<file path="config.mk">
export PLATFORM = sky130hd
export DESIGN_NAME = l2_port_arbiter
export DESIGN_NICKNAME = d
export VERILOG_FILES = /design/src/rtl/cache_pkg.sv /design/src/rtl/rr_arbiter2.sv /design/src/rtl/l2_port_arbiter.sv
export SDC_FILE = /design/constraint.sdc
export NUM_CORES = 1
export LEC_CHECK = 0
export ABC_CLOCK_PERIOD_IN_PS = 5950
export BUFFER_PORTS_ARGS = -buffer_cell sky130_fd_sc_hd__buf_4
export CAP_MARGIN = 20
export CORE_AREA = 3 3 112 114
export DETAILED_ROUTE_END_ITERATION = 12
export DIE_AREA = 0 0 115 117
export GPL_TIMING_DRIVEN = 0
export HOLD_SLACK_MARGIN = 0.12
export PLACE_DENSITY = 0.85
export REMOVE_ABC_BUFFERS = 1
export SLEW_MARGIN = 5
export SYNTH_ARGS = -nofsm -noshare
export SYNTH_HDL_FRONTEND = slang
export SYNTH_SLANG_ARGS = --single-unit
export TNS_END_PERCENT = 100
</file>
<file path="constraint.sdc">
create_clock -name clk -period 5.95 [get_ports clk]
set_clock_uncertainty 0.1 [all_clocks]
set_input_delay 0.2975 -clock clk [delete_from_list [all_inputs] [get_ports clk]]
set_output_delay 0.2975 -clock clk [all_outputs]
set_load 0.02 [all_outputs]
</file>
<file path="src/rtl/cache_pkg.sv">
// Shared definitions for the L2 port arbiter.
//   - Default widths for the address, data and statistics counter paths.
//   - FSM state encodings. They are plain localparams so that older
//     tools and assertion files can use them directly.
package cache_pkg;

  localparam int ADDR_WIDTH_DEF   = 11;
  localparam int DATA_WIDTH_DEF   = 32;
  localparam int MISS_PENALTY_DEF = 4;
  localparam int CNT_WIDTH_DEF    = 16;

  // Wide enough to hold any MISS_PENALTY in 1..255.
  localparam int PEN_WIDTH = 8;

  localparam int STATE_WIDTH = 3;
  localparam logic [STATE_WIDTH-1:0] ST_IDLE    = 3'd0;
  localparam logic [STATE_WIDTH-1:0] ST_ISSUE   = 3'd1;
  localparam logic [STATE_WIDTH-1:0] ST_WAIT    = 3'd2;
  localparam logic [STATE_WIDTH-1:0] ST_PENALTY = 3'd3;
  localparam logic [STATE_WIDTH-1:0] ST_RESP    = 3'd4;

endpackage

</file>
<file path="src/rtl/rr_arbiter2.sv">
// Two-input round-robin grant logic (purely combinational).
//   req_i[1:0]    : request vector, bit N = port N wants service
//   last_grant_i  : port that won the previous arbitration (0 or 1)
//   gnt_o[1:0]    : one-hot grant, all-zero when nothing is requested
// When both ports request, the port that did not win last time is granted.
// When only one port requests, it is granted whatever the pointer says.
module rr_arbiter2 (
  input  logic [1:0] req_i,
  input  logic       last_grant_i,
  output logic [1:0] gnt_o
);

  always_comb begin
    gnt_o = 2'b00;
    if (req_i[0] && (!req_i[1] || last_grant_i)) begin
      gnt_o[0] = 1'b1;
    end else if (req_i[1]) begin
      gnt_o[1] = 1'b1;
    end
  end

endmodule

</file>
<file path="src/rtl/l2_port_arbiter.sv">
// Arbitrates two read requesters onto a single L2 cache read port.
// One transaction is in flight at a time:
//   IDLE -> ISSUE (one-cycle l2_read) -> WAIT (capture registered L2 reply)
//        -> [PENALTY for MISS_PENALTY cycles on a miss] -> RESP -> IDLE
// Ports:
//   clk, rst_n                  clock, asynchronous active-low reset
//   reqN_valid/addr/ready       requester N read request handshake
//   respN_valid/data/hit        one-cycle response strobe to requester N
//   l2_read, l2_addr            read strobe and address to the L2
//   l2_read_data, l2_hit        L2 reply, valid the cycle after l2_read
//   busy                        high whenever the FSM is not IDLE
//   hit_count, miss_count       saturating statistics of completed lookups
//
// Handshake: a request transfers on a rising edge where reqN_valid and
// reqN_ready are both high. ready is only ever raised in IDLE, for the one
// port chosen by the round-robin arbiter, so at most one transfer happens per
// cycle. A requester may drop valid before ready without any effect. The
// response side has no back-pressure: respN_valid is a single-cycle strobe.
module l2_port_arbiter
  import cache_pkg::*;
#(
  parameter int ADDR_WIDTH   = ADDR_WIDTH_DEF,
  parameter int DATA_WIDTH   = DATA_WIDTH_DEF,
  parameter int MISS_PENALTY = MISS_PENALTY_DEF,
  parameter int CNT_WIDTH    = CNT_WIDTH_DEF
) (
  input  logic                  clk,
  input  logic                  rst_n,
  input  logic                  req0_valid,
  input  logic [ADDR_WIDTH-1:0] req0_addr,
  output logic                  req0_ready,
  input  logic                  req1_valid,
  input  logic [ADDR_WIDTH-1:0] req1_addr,
  output logic                  req1_ready,
  output logic                  resp0_valid,
  output logic [DATA_WIDTH-1:0] resp0_data,
  output logic                  resp0_hit,
  output logic                  resp1_valid,
  output logic [DATA_WIDTH-1:0] resp1_data,
  output logic                  resp1_hit,
  output logic                  l2_read,
  output logic [ADDR_WIDTH-1:0] l2_addr,
  input  logic [DATA_WIDTH-1:0] l2_read_data,
  input  logic                  l2_hit,
  output logic                  busy,
  output logic [CNT_WIDTH-1:0]  hit_count,
  output logic [CNT_WIDTH-1:0]  miss_count
);

  localparam logic [CNT_WIDTH-1:0] CNT_ONE  = CNT_WIDTH'(1);
  localparam logic [PEN_WIDTH-1:0] PEN_LOAD = PEN_WIDTH'(MISS_PENALTY);

  logic [STATE_WIDTH-1:0] state_q, state_d;
  logic [PEN_WIDTH-1:0]   pen_q, pen_d;
  logic                   last_q;     // port granted last (1 = port 1)
  logic                   port_q;     // port owning the current transaction
  logic [ADDR_WIDTH-1:0]  addr_q;
  logic [DATA_WIDTH-1:0]  data_q;
  logic                   hit_q;
  logic [CNT_WIDTH-1:0]   hit_cnt_q, miss_cnt_q;
  logic [DATA_WIDTH-1:0]  resp0_data_q, resp1_data_q;
  logic                   resp0_hit_q, resp1_hit_q;

  logic [1:0]            gnt;
  logic                  idle;
  logic                  accept;
  logic                  load_resp;
  logic [DATA_WIDTH-1:0] resp_data_src;
  logic                  resp_hit_src;

  rr_arbiter2 u_rr (
    .req_i        ({req1_valid, req0_valid}),
    .last_grant_i (last_q),
    .gnt_o        (gnt)
  );

  assign idle = (state_q == ST_IDLE);

  // rst_n gates ready so that every output is low while reset is held,
  // even if a requester keeps valid asserted through reset.
  assign req0_ready = rst_n & idle & gnt[0];
  assign req1_ready = rst_n & idle & gnt[1];
  assign accept     = req0_ready | req1_ready;

  always_comb begin
    state_d = state_q;
    pen_d   = pen_q;
    case (state_q)
      ST_IDLE: begin
        if (accept) state_d = ST_ISSUE;
      end
      ST_ISSUE: begin
        state_d = ST_WAIT;
      end
      ST_WAIT: begin
        if (l2_hit) begin
          state_d = ST_RESP;
        end else begin
          state_d = ST_PENALTY;
          pen_d   = PEN_LOAD;
        end
      end
      ST_PENALTY: begin
        // Loaded with MISS_PENALTY, leaves on the edge where it reads 1:
        // exactly MISS_PENALTY cycles are spent here.
        if (pen_q == PEN_WIDTH'(1)) begin
          state_d = ST_RESP;
        end else begin
          pen_d = pen_q - PEN_WIDTH'(1);
        end
      end
      ST_RESP: begin
        state_d = ST_IDLE;
      end
      default: begin
        state_d = ST_IDLE;
      end
    endcase
  end

  // The per-port response registers are loaded only on entry to RESP, so
  // respN_data/hit keep their previous value while the strobe is low. On the
  // hit path RESP is entered straight from WAIT, before data_q is written,
  // so the L2 reply is forwarded directly in that case.
  assign load_resp     = (state_d == ST_RESP) && (state_q != ST_RESP);
  assign resp_data_src = (state_q == ST_WAIT) ? l2_read_data : data_q;
  assign resp_hit_src  = (state_q == ST_WAIT) ? l2_hit       : hit_q;

  always_ff @(posedge clk or negedge rst_n) begin
    if (!rst_n) begin
      state_q      <= ST_IDLE;
      pen_q        <= '0;
      last_q       <= 1'b1;  // port 0 wins the first contested arbitration
      port_q       <= 1'b0;
      addr_q       <= '0;
      data_q       <= '0;
      hit_q        <= 1'b0;
      hit_cnt_q    <= '0;
      miss_cnt_q   <= '0;
      resp0_data_q <= '0;
      resp1_data_q <= '0;
      resp0_hit_q  <= 1'b0;
      resp1_hit_q  <= 1'b0;
    end else begin
      state_q <= state_d;
      pen_q   <= pen_d;

      if (accept) begin
        addr_q <= req1_ready ? req1_addr : req0_addr;
        port_q <= req1_ready;
        last_q <= req1_ready;
      end

      if (state_q == ST_WAIT) begin
        data_q <= l2_read_data;
        hit_q  <= l2_hit;
        if (l2_hit) begin
          if (hit_cnt_q != '1) hit_cnt_q <= hit_cnt_q + CNT_ONE;
        end else begin
          if (miss_cnt_q != '1) miss_cnt_q <= miss_cnt_q + CNT_ONE;
        end
      end

      if (load_resp) begin
        if (port_q) begin
          resp1_data_q <= resp_data_src;
          resp1_hit_q  <= resp_hit_src;
        end else begin
          resp0_data_q <= resp_data_src;
          resp0_hit_q  <= resp_hit_src;
        end
      end
    end
  end

  assign l2_read     = (state_q == ST_ISSUE);
  assign l2_addr     = addr_q;
  assign busy        = !idle;
  assign resp0_valid = (state_q == ST_RESP) && !port_q;
  assign resp1_valid = (state_q == ST_RESP) &&  port_q;
  assign resp0_data  = resp0_data_q;
  assign resp1_data  = resp1_data_q;
  assign resp0_hit   = resp0_hit_q;
  assign resp1_hit   = resp1_hit_q;
  assign hit_count   = hit_cnt_q;
  assign miss_count  = miss_cnt_q;

endmodule

</file>
=== After elaboration in Yosys (flattened, before gate mapping) ===
Index checks and enable logic that the tools add are counted.

* Register bits after elaboration: 155
* Input bits: 59
* Output and inout bits: 115

* Add/sub/neg operators: 3
* Equality and inequality tests: 11
* Mux-type cells: 13
* Bitwise logic cells: 6
* Reductions and logical operators: 15

{| class="wikitable"
|+ Operators by type and width
! operator !! count
|-
| 16-bit by 1-bit adder with 16-bit output (second input constant) || 2
|-
| 32-bit two-way mux || 1
|-
| 16-bit inequality test (second input constant) || 2
|-
| 8-bit two-way mux || 2
|-
| 8-bit one-hot mux with 2 select lines || 1
|-
| 3-bit one-hot mux with 4 select lines || 1
|-
| 11-bit two-way mux || 1
|-
| 3-bit two-way mux || 3
|-
| 3-bit AND reduction || 3
|-
| 8-bit by 1-bit == test with 1-bit output (second input constant) || 1
|-
| 8-bit by 1-bit subtractor with 8-bit output (second input constant) || 1
|-
| 3-bit by 2-bit == test with 1-bit output (second input constant) || 2
|-
| 3-bit == test (second input constant) || 2
|-
| 1-bit logical AND || 4
|-
| 1-bit two-way mux || 4
|-
| 2-bit inequality test (second input constant) || 2
|-
| 2-bit AND reduction || 2
|-
| 1-bit bitwise AND || 3
|-
| 3-bit by 1-bit == test with 1-bit output (second input constant) || 1
|-
| 1-bit zero test || 3
|-
| 3-bit zero test || 1
|-
| 3-bit inequality test (second input constant) || 1
|-
| 1-bit inverter || 2
|-
| 2-bit nonzero test || 1
|-
| other kinds (2) || 2
|}

=== Depth between registers and ports, before layout ===
Gate-level depths: netlist of the first run.

* Depth after elaboration: 11
* Depth in mapped cells: 8

=== Hierarchy ===
From an unflattened synthesis of the first run, not the netlist that was laid out.

* Cell total of the unflattened synthesis: 600
* Area total of the unflattened synthesis: 6636.4 um^2

{| class="wikitable"
|+ Modules (own cells, without submodules)
! module !! times used !! cells each !! area each (um^2)
|-
| l2_port_arbiter || 1 || 597 || 6617.6
|-
| rr_arbiter2 || 1 || 3 || 18.8
|}

=== Worst setup path after synthesis of the first run ===
No wires, ideal clock.

* Path type: reg2reg
* From: register pen_q[1]
* To: register resp0_hit_q, in the netlist resp0_hit
* Data arrival time: 1770 ps
* Data required time: 5725 ps
* Slack: 3955 ps
* Stages on the path, launching flop included: 7
* Path through: dfrtp_1 -> inv_1 -> ha_1 -> or4b_1 -> o32ai_2 -> buf_4 -> mux2_2

* Cells in the longest elaborated chain, start to end: 6

{| class="wikitable"
|+ RTL lines
! item !! line !! RTL
|-
| from (decl) || l2_port_arbiter.sv:54 || <nowiki>logic [PEN_WIDTH-1:0] pen_q, pen_d;</nowiki>
|-
| from (signal assigned) || l2_port_arbiter.sv:146 || <nowiki>pen_q <= pen_d;</nowiki>
|-
| 8-bit by 1-bit == test with 1-bit output || l2_port_arbiter.sv:106 || <nowiki>if (pen_q == PEN_WIDTH'(1)) begin</nowiki>
|-
| 3-bit two-way mux || l2_port_arbiter.sv:106 ||
|-
| 3-bit one-hot mux with 4 select lines || l2_port_arbiter.sv:88 || <nowiki>case (state_q)</nowiki>
|-
| 3-bit == test || l2_port_arbiter.sv:125 || <nowiki>assign load_resp = (state_d == ST_RESP) && (state_q != ST_RESP);</nowiki>
|-
| 1-bit logical AND || l2_port_arbiter.sv:125 ||
|-
| 2-bit AND reduction (no line) || - ||
|-
| to (signal assigned) || l2_port_arbiter.sv:170 || <nowiki>resp0_hit_q <= resp_hit_src;</nowiki>
|-
| to (decl) || l2_port_arbiter.sv:62 || <nowiki>logic resp0_hit_q, resp1_hit_q;</nowiki>
|}

Every way passes these cells.
A chain may end at the register's enable or synchronous reset.

=== Final worst setup path of the first run ===
* From: input rst_n
* To: register addr_q[3], in the netlist l2_addr[3]

* Cells in the longest elaborated chain, start to end: 3
* Elaborated cells between the ends (all ways): 5
* Those cells by class: 1 x mux; 4 x bitwise

{| class="wikitable"
|+ RTL lines
! item !! line !! RTL
|-
| from (decl) || l2_port_arbiter.sv:28 || <nowiki>input logic rst_n,</nowiki>
|-
| 1-bit bitwise AND * || l2_port_arbiter.sv:81, l2_port_arbiter.sv:82 ||
|-
| 1-bit bitwise AND, on equally long branches || l2_port_arbiter.sv:82, l2_port_arbiter.sv:81 ||
|-
| 11-bit two-way mux / 1-bit OR (equally long branches) || l2_port_arbiter.sv:149, l2_port_arbiter.sv:83 ||
|-
| to (signal assigned) || l2_port_arbiter.sv:149 || <nowiki>addr_q <= req1_ready ? req1_addr : req0_addr;</nowiki>
|-
| to (decl) || l2_port_arbiter.sv:57 || <nowiki>logic [ADDR_WIDTH-1:0] addr_q;</nowiki>
|}

Every way passes the cells marked *; elsewhere a longest branch is shown, timed or not.

==> impl_results.md, run 1 <==
* Routed WL at around 18000 um
* Hold WC Path Type: primary input to register
* Die height at 117 um
* Via count at 5483
* Max Slew Vio Count at 0
* #FFs+latches synth at 155
* Outcome: complete, no violations
* First-pass GRT wire length at roughly 28000 um
* Clock buffer depth at 2
* Critical Path Source Type: primary input
* Area of the mapped netlist at 0.00653 mm2
* TritonCTS buffer count at 17
* Clock Sinks at 155
* Largest area contributor in the netlist: dfrtp_1
* Fin worst setup slack at between 2000 and 3000 ps
* Distinct cells, synth at 52
* F_max at 300 MHz
* Routed WL per cell at 18.1 um
* RR Startpoint: state_q[0]
* Cell Pwr Density at 517 mW/mm2
* Leakage power at 4.50 nW
* Unrepaired setup endpoints after global routing: false
* Clock Latency Late Sink at 420 ps
* Pre-Repair DR Iteration Count at 4
* Pin count of the biggest net entering global routing at 87
* Final setup viols at 0
* Yosys Warn Count at 0
* WS Path Type: primary input to register
* Period utilisation layout at 0.561
* Final Power at approximately 4.8 mW
* VDD IR-drop max at about 0.36 mV
* Synth top area cells: dfrtp_1 59%, mux2i_1 6.7%, o21ai_0 3.6%
* Crit path capture type: register
* CTS root buffer: clkbuf_16
* Synth Instances at 593
* Worst Tran Pin Value at ~840 ps
* Avg Cell Area, Syn at 11.0 um2
* I/O pins at 174
* Drt drc at 0
* EDFF count, synth at 0
* Port-buffer cells at roughly 170
* Synth async-reset ratio at 1.00
* Biggest cell delay along the critical path at 680 ps
* Max_cap viols at 0
* Sequential share of the synthesized area at 0.594
* Critical path arrival at between 3000 and 4000 ps
* CTS tree: built
* Area share of the leading cell type in the synthesized netlist at 0.590
* Core Region at 0.0115 mm2
* Post-layout minimum cycle time at 3340 ps
* Setup WS pre-CTS at 3310 ps
* Hpwl dp at 11200 um
* Final ANT Viol Nets at 0
* Critical path cell sequence: dlygate4sd3_1, buf_6, nor4b_2, nand3_1, mux2i_1, dlygate4sd3_1, o21ai_1
* Cell at the slowest stage of the critical path: nand3_1
* Fin nets at about 890
* CTS clock-pin slew for the worst setup and hold paths at about 60 ps
* Routability cong. at 0.789
* Vias in the first global route at 5896
* Area added between synthesis and finish at 41.1%
* GR Overflow Total at 0
* Layout cells sized above 1 at 0.294
* Std cell rows at 39
* CP most frequent cell: dlygate4sd3_1
* CP startpoint: rst_n
* Die Wd at roughly 120 um
* Min-Delay Startpoint: req1_addr[1]
* Slew headroom at 0.436
* Ys flop type: dfrtp_1
* Die ar. at around 0.013 mm2
* Initial core utilization at 0.567
* H-Tree Depth at 4
* Initial antenna violation count at 1
* Final hold vios at 0
* Tot GR Track Use at 0.270
* CP required at approximately 6200 ps
* Vias per cell at 5.59
* Max FO, Critical Path at 71
* Initial DRC count at 412
-- cell usage in the layout, fill, tap and decap left out, types with 5 or more instances in the layout --
master,count
a21oi_1,30
a21oi_2,8
and4_1,5
buf_4,176
clkbuf_16,17
clkinv_2,5
dfrtp_1,154
dlygate4sd3_1,54
inv_1,38
mux2_2,6
mux2i_1,44
nand2_1,62
nand3_1,18
nand4_1,12
nor2_1,44
nor3_1,8
nor4_1,6
o21ai_0,46
xnor2_1,10
xor2_1,17
-- final cells by class --
class	instances	area (um2)
multi-input combinational	373	2400
fill	637	2310
clock buffer	18	439
tap	143	179
timing repair buffer	239	2040
inverter	38	143
clock inverter	14	120
sequential	155	3880
antenna	1	2.50
-- path summary, 6_finish.rpt --
| kind | to | slack, ps | depth (start not counted) |
|---|---|---|---|
| hold reg to reg | l2_addr[7] | 380 | 2 |
| setup reg to reg | l2_addr[3] | 3060 | 5 |
| hold / removal | l2_addr[1] | 140 | 3 |
| min in group asynchronous | hit_count[8] | 350 | 2 |
| max in group asynchronous | data_q[13] | 4580 | 3 |
| setup / recovery | l2_addr[3] | 2610 | 7 |
-- state kept, by name (all words and copies together), names as in the netlist --
name / cells
resp0_hit: 1
resp1_data: 32
l2_addr: 11
port_q: 1
hit_count: 16
last_q: 1
pen_q: 8
resp1_hit: 1
resp0_data: 32
hit_q: 1
state_q: 3
data_q: 32
miss_count: 16
-- metal layers --
| layer | track usage | wire [um] |
|---|---|---|
| met1 | 0.299 | 6550 |
| met2 | 0.470 | 9420 |
| met3 | 0.0905 | 1210 |
| met4 | 0.130 | 523 |
| met5 | 0 | 0 |
-- stage by stage --
stage	cells	util	setup TNS, ps	hold slack [ps]	cell area, um2
finish	981	0.800	0	137	9210
global route	981	0.800	0	149	9210
CTS	980	0.799	0	122	9210
detailed placement	894	0.704	0	250	8110
global placement	882	0.683	-76710	360	7860
floorplan	566	-	0	-98.1	6390
-- synthesized netlist by cell type (2+ instances only) --
| cell type | instances |
|---|---|
| nor4bb_1 | 2 |
| nor2_1 | 44 |
| o21ai_1 | 3 |
| nand3b_1 | 2 |
| a21oi_2 | 8 |
| nor4b_1 | 3 |
| and3_1 | 4 |
| buf_6 | 2 |
| nand3_1 | 18 |
| or3_1 | 4 |
| xor2_1 | 17 |
| inv_1 | 38 |
| o31ai_1 | 2 |
| nand2_1 | 62 |
| ha_1 | 4 |
| nand4_1 | 12 |
| buf_1 | 3 |
| buf_2 | 14 |
| nor3_1 | 8 |
| nand2b_1 | 3 |
| mux2i_1 | 44 |
| mux2_2 | 6 |
| dfrtp_1 | 154 |
| nor4_2 | 3 |
| o21ai_0 | 47 |
| and4_1 | 5 |
| nor4_1 | 6 |
| a21oi_1 | 30 |
| or2_2 | 2 |
| and2_1 | 2 |
| buf_4 | 2 |
| clkbuf_1 | 6 |
| nor3b_1 | 5 |
| xnor2_1 | 10 |
-- power breakdown --
group / switching (mW) / internal [mW]
clock: 0.432 / 0.586
combinational: 1.14 / 0.808
sequential: 0.303 / 1.49
-- logic make-up (layout without fill, tap and decap cells) --
logic type                 Yosys count  count (layout)  share of synthesized area
AOI/OAI and AO/OA                   97              97                     0.0841
xor gates and xnor gates            27              27                     0.0362
adders and majority gates            4               4                    0.00767
buffers and inverters               65             309                     0.0435
DFF                                155             155                      0.594
muxes                               50              50                     0.0778
other                                0               1                          0
and+or+nand+nor                    195             195                      0.156
-- worst max-delay path, delay by kind of cell --
kind / cells / cell delay, ps
AO/OA/AOI/OAI: 1 / 80
buffers and inverters: 3 / 1660
multiplexers: 1 / 370
AND/OR/NAND/NOR: 2 / 1100
-- repair_timing --
action / in CTS / in global routing
endpoints found under the hold margin: 135 / 0
hold buffers: 54 / 0
gates resized for setup: 0 / 0
endpoints found under the setup margin: 0 / 0
setup buffers: 0 / 0
Power figures use the tool's default switching activity.
==> run 2, diff against run 1 <==
--- a/config.mk
+++ b/config.mk
@@ -5,15 +5,16 @@
 export SDC_FILE = /design/constraint.sdc
 export NUM_CORES = 1
 export LEC_CHECK = 0
-export ABC_CLOCK_PERIOD_IN_PS = 5950
+export ABC_AREA = 1
+export ABC_CLOCK_PERIOD_IN_PS = 3050
 export BUFFER_PORTS_ARGS = -buffer_cell sky130_fd_sc_hd__buf_4
 export CAP_MARGIN = 20
-export CORE_AREA = 3 3 112 114
+export CORE_AREA = 3 3 127 129
 export DETAILED_ROUTE_END_ITERATION = 12
-export DIE_AREA = 0 0 115 117
+export DIE_AREA = 0 0 130 132
 export GPL_TIMING_DRIVEN = 0
 export HOLD_SLACK_MARGIN = 0.12
-export PLACE_DENSITY = 0.85
+export PLACE_DENSITY = 0.76
 export REMOVE_ABC_BUFFERS = 1
 export SLEW_MARGIN = 5
 export SYNTH_ARGS = -nofsm -noshare
==> constraint.sdc (replaced) <==
create_clock -name clk -period 3.05 [get_ports clk]
set_clock_uncertainty 0.1 [all_clocks]
set_input_delay 0.1525 -clock clk [delete_from_list [all_inputs] [get_ports clk]]
set_output_delay 0.1525 -clock clk [all_outputs]
set_load 0.02 [all_outputs]
==> impl_results.md, run 2 <==
* Clock Latency Late Sink at 410 ps (about the same)
* Port-buffer cells at 173 (unchanged)
* Top cells by count, synth: 432 x nand2_1, 154 x dfrtp_1, 98 x nand3_1
* Pin count of the biggest net entering global routing at 115 (+32%)
* Post-layout minimum cycle time at roughly 2800 ps
* Via count at 6713 (+22%)
* Synth async-reset ratio at 1.00 (unchanged)
* Drt drc at 0 (unchanged)
* R2R Setup Slk at 290 ps (-2770 ps)
* Cell Pwr Density at 950 mW/mm2 (+84%)
* Fin nets at 1187 (+34%)
* CTS clock-pin slew for the worst setup and hold paths at 60 ps (about the same)
* Area of the mapped netlist at 0.00717 mm2 (+9.8%)
* Synth top area cells: dfrtp_1 54%, nand2_1 23%, nand3_1 6.8%
* First-pass GRT wire length at 31700 um (+12%)
* Clock Sinks at 155 (unchanged)
* Hold WC Path Type: primary input to register
* Clock buffer depth at 2 (unchanged)
* Core Util, Final at 0.649 (-0.151)
* Final ANT Viol Nets at 0 (unchanged)
* I/O pins at 174 (unchanged)
* WS Path Type: register to register
* H-Tree Depth at 4 (unchanged)
* Most frequent cells in the layout: 428 x nand2_1, 173 x buf_4, 154 x dfrtp_1
* Yosys Warn Count at 0 (unchanged)
* Pre-Repair DR Iteration Count at 5 (+1)
* Die height at 132 um (+13%)
* EDFF count, synth at 0 (unchanged)
* Std cell rows at 45 (+15%)
* Unrepaired setup endpoints after global routing: false
* Final setup viols at 0 (unchanged)
* Initial core utilization at 0.473 (-0.0937)
* Ys flop type: dfrtp_1
* TritonCTS buffer count at 17 (unchanged)
* Initial antenna violation count at 0 (-1)
* Crit path to: resp0_data[4]
* Final hold vios at 0 (unchanged)
* Layout cells sized above 1 at 0.204 (-0.0895)
* Slew headroom at 0.394 (-0.0417)
* Area added between synthesis and finish at 37.2%
* Routed WL at 19800 um (+12%)
* Sequential share of the synthesized area at 0.541 (-0.0529)
* VDD IR-drop max at 0.388 mV (+7.5%)
* Cells after DPL at 1234 (+38%)
* Hpwl dp at 12000 um (+7.0%)
* Critical Path Source Type: register
* CTS tree: built
* Worst R2R Path Depth at 7 (+2)
* Synth Instances at 901 (+52%)
* Distinct cells, synth at 28 (-46%)
* Critical path arrival at 3010 ps (-530 ps)
* Period utilisation layout at 0.905
* Worst r2r dst: resp0_data[4]
* Most common cell in the synthesized netlist: nand2_1
* N_diodes at 0 (-1)
* F_max at 362 MHz
* Largest area contributor in the netlist: dfrtp_1
* Max Slew Vio Count at 0 (unchanged)
* Final Hold Slack at 169 ps (+31.9 ps)
* Leakage power at 5.14 nW (+14%)
* CTS root buffer: clkbuf_16
* Core Region at 0.0151 mm2 (+32%)
* Crit path capture type: register
* Avg Cell Area, Syn at 7.95 um2 (-28%)
* Post-Layout Cell Count at 1323 (+35%)
* Area share of the leading cell type in the synthesized netlist at 0.538 (-0.0526)
* Die ar. at 0.0172 mm2 (+28%)
* RR Startpoint: port_q
* CP startpoint: port_q
* Max FO, Critical Path at 24 (-66%)
* Initial DRC count at 420 (+1.9%)
* GR Overflow Total at 0 (unchanged)
* Routed WL per cell at 15.0 um (-17%)
* Tot GR Track Use at 0.229 (-0.0412)
* Vias in the first global route at 6382 (+8.2%)
* Outcome: complete, no violations
* Worst Tran Pin Value at 907 ps (+65.3 ps)
* #FFs+latches synth at 155 (unchanged)
* CP required at 3300 ps (-2850 ps)
* Max_cap viols at 0 (unchanged)
* Most common cell after layout, fill and taps aside: nand2_1
* Die Wd at 130 um (+13%)
* Routability cong. at 0.805 (+2.0%)
* Vias per cell at 5.07 (-9.2%)
[run 2: cell count changes after synthesis, moves of 7 or more]
cell      change
nand2_1     +370
nand3_1      +80
mux2i_1      -44
a21oi_1      -30
o21ai_0      -23
xor2_1       -14
nand3b_1     +11
a21oi_2       -8
nor3_1        -8
inv_1         +7
[run 2: stage by stage]
| stage | setup slack [ps] | TNS [ps] | cell area (um2) | power, mW |
|---|---|---|---|---|
| 2_1_floorplan | 167 | 0 | 6970 | 5.50 |
| 5_1_grt | 96.5 | 0 | 9830 | 9.94 |
| 3_3_place_gp | -1580 | -104260 | 8500 | 6.98 |
| 4_1_cts | 113 | 0 | 9820 | 9.34 |
| 3_5_place_dp | -400 | -19960 | 8680 | 7.23 |
| 6_report | 289 | 0 | 9830 | 9.34 |
[run 2: worst min-delay path by stage]
stage	start	endpoint	cells after the start
floorplan	rst_n	data_q[0]	0
global placement	l2_read_data[1]	data_q[1]	3
detailed placement	rst_n	resp0_data[28]	1
CTS	req1_valid	last_q	5
global route	req1_valid	port_q	5
finish	req1_valid	port_q	5
[run 2: cell type report]
class	instances	area [um2]
Fill cell	1226	5320
Timing Repair Buffer	238	2060
Tap cell	188	235
Inverter	50	188
Sequential cell	155	3880
Clock inverter	10	93.8
Multi-Input combinational cell	662	2920
Clock buffer	20	447
[run 2: kinds of logic (layout without fill, tap and decap cells)]
family | Yosys count | in the layout | synth area share
compound gates | 29 | 29 | 0.0232
xor+xnor | 17 | 17 | 0.0208
fa+ha+maj | 4 | 4 | 0.00698
buf+inv | 85 | 318 | 0.0536
flops | 155 | 155 | 0.541
simple gates | 611 | 612 | 0.354
[run 2: routing by layer]
metal / wire length, um / vias to the layer above / part of all wire / track usage
met3: 1110 / 31 / 0.056 / 0.0405
li1: - / 3288 / - / -
met2: 9700 / 215 / 0.49 / 0.376
met1: 8610 / 3179 / 0.43 / 0.307
met5: 0 / - / 0 / 0
met4: 425 / 0 / 0.021 / 0.0762
[run 2: worst max-delay path, stage by stage (launching register included)]
cell      delay (ps)
dfrtp_1          730
buf_16           250
clkinv_1         570
buf_16           390
nand2_2          300
buf_16           210
nand2_1           70
nand2_1           50
[run 2: repair_timing]
item | CTS | global route
endpoints found under the hold margin | 263 | 0
gates cloned | 1 | 0
setup endpoints to repair | 66 | 11
setup buffers | 0 | 0
resized for setup | 3 | 2
hold buffers | 58 | 0
pin swaps | 1 | 0
[run 2: where the power goes]
part | internal (mW) | switching [mW] | total [mW]
clock network | 1.14 | 0.826 | 1.96
registers | 2.85 | 0.529 | 3.38
logic | 1.47 | 2.53 | 4.00
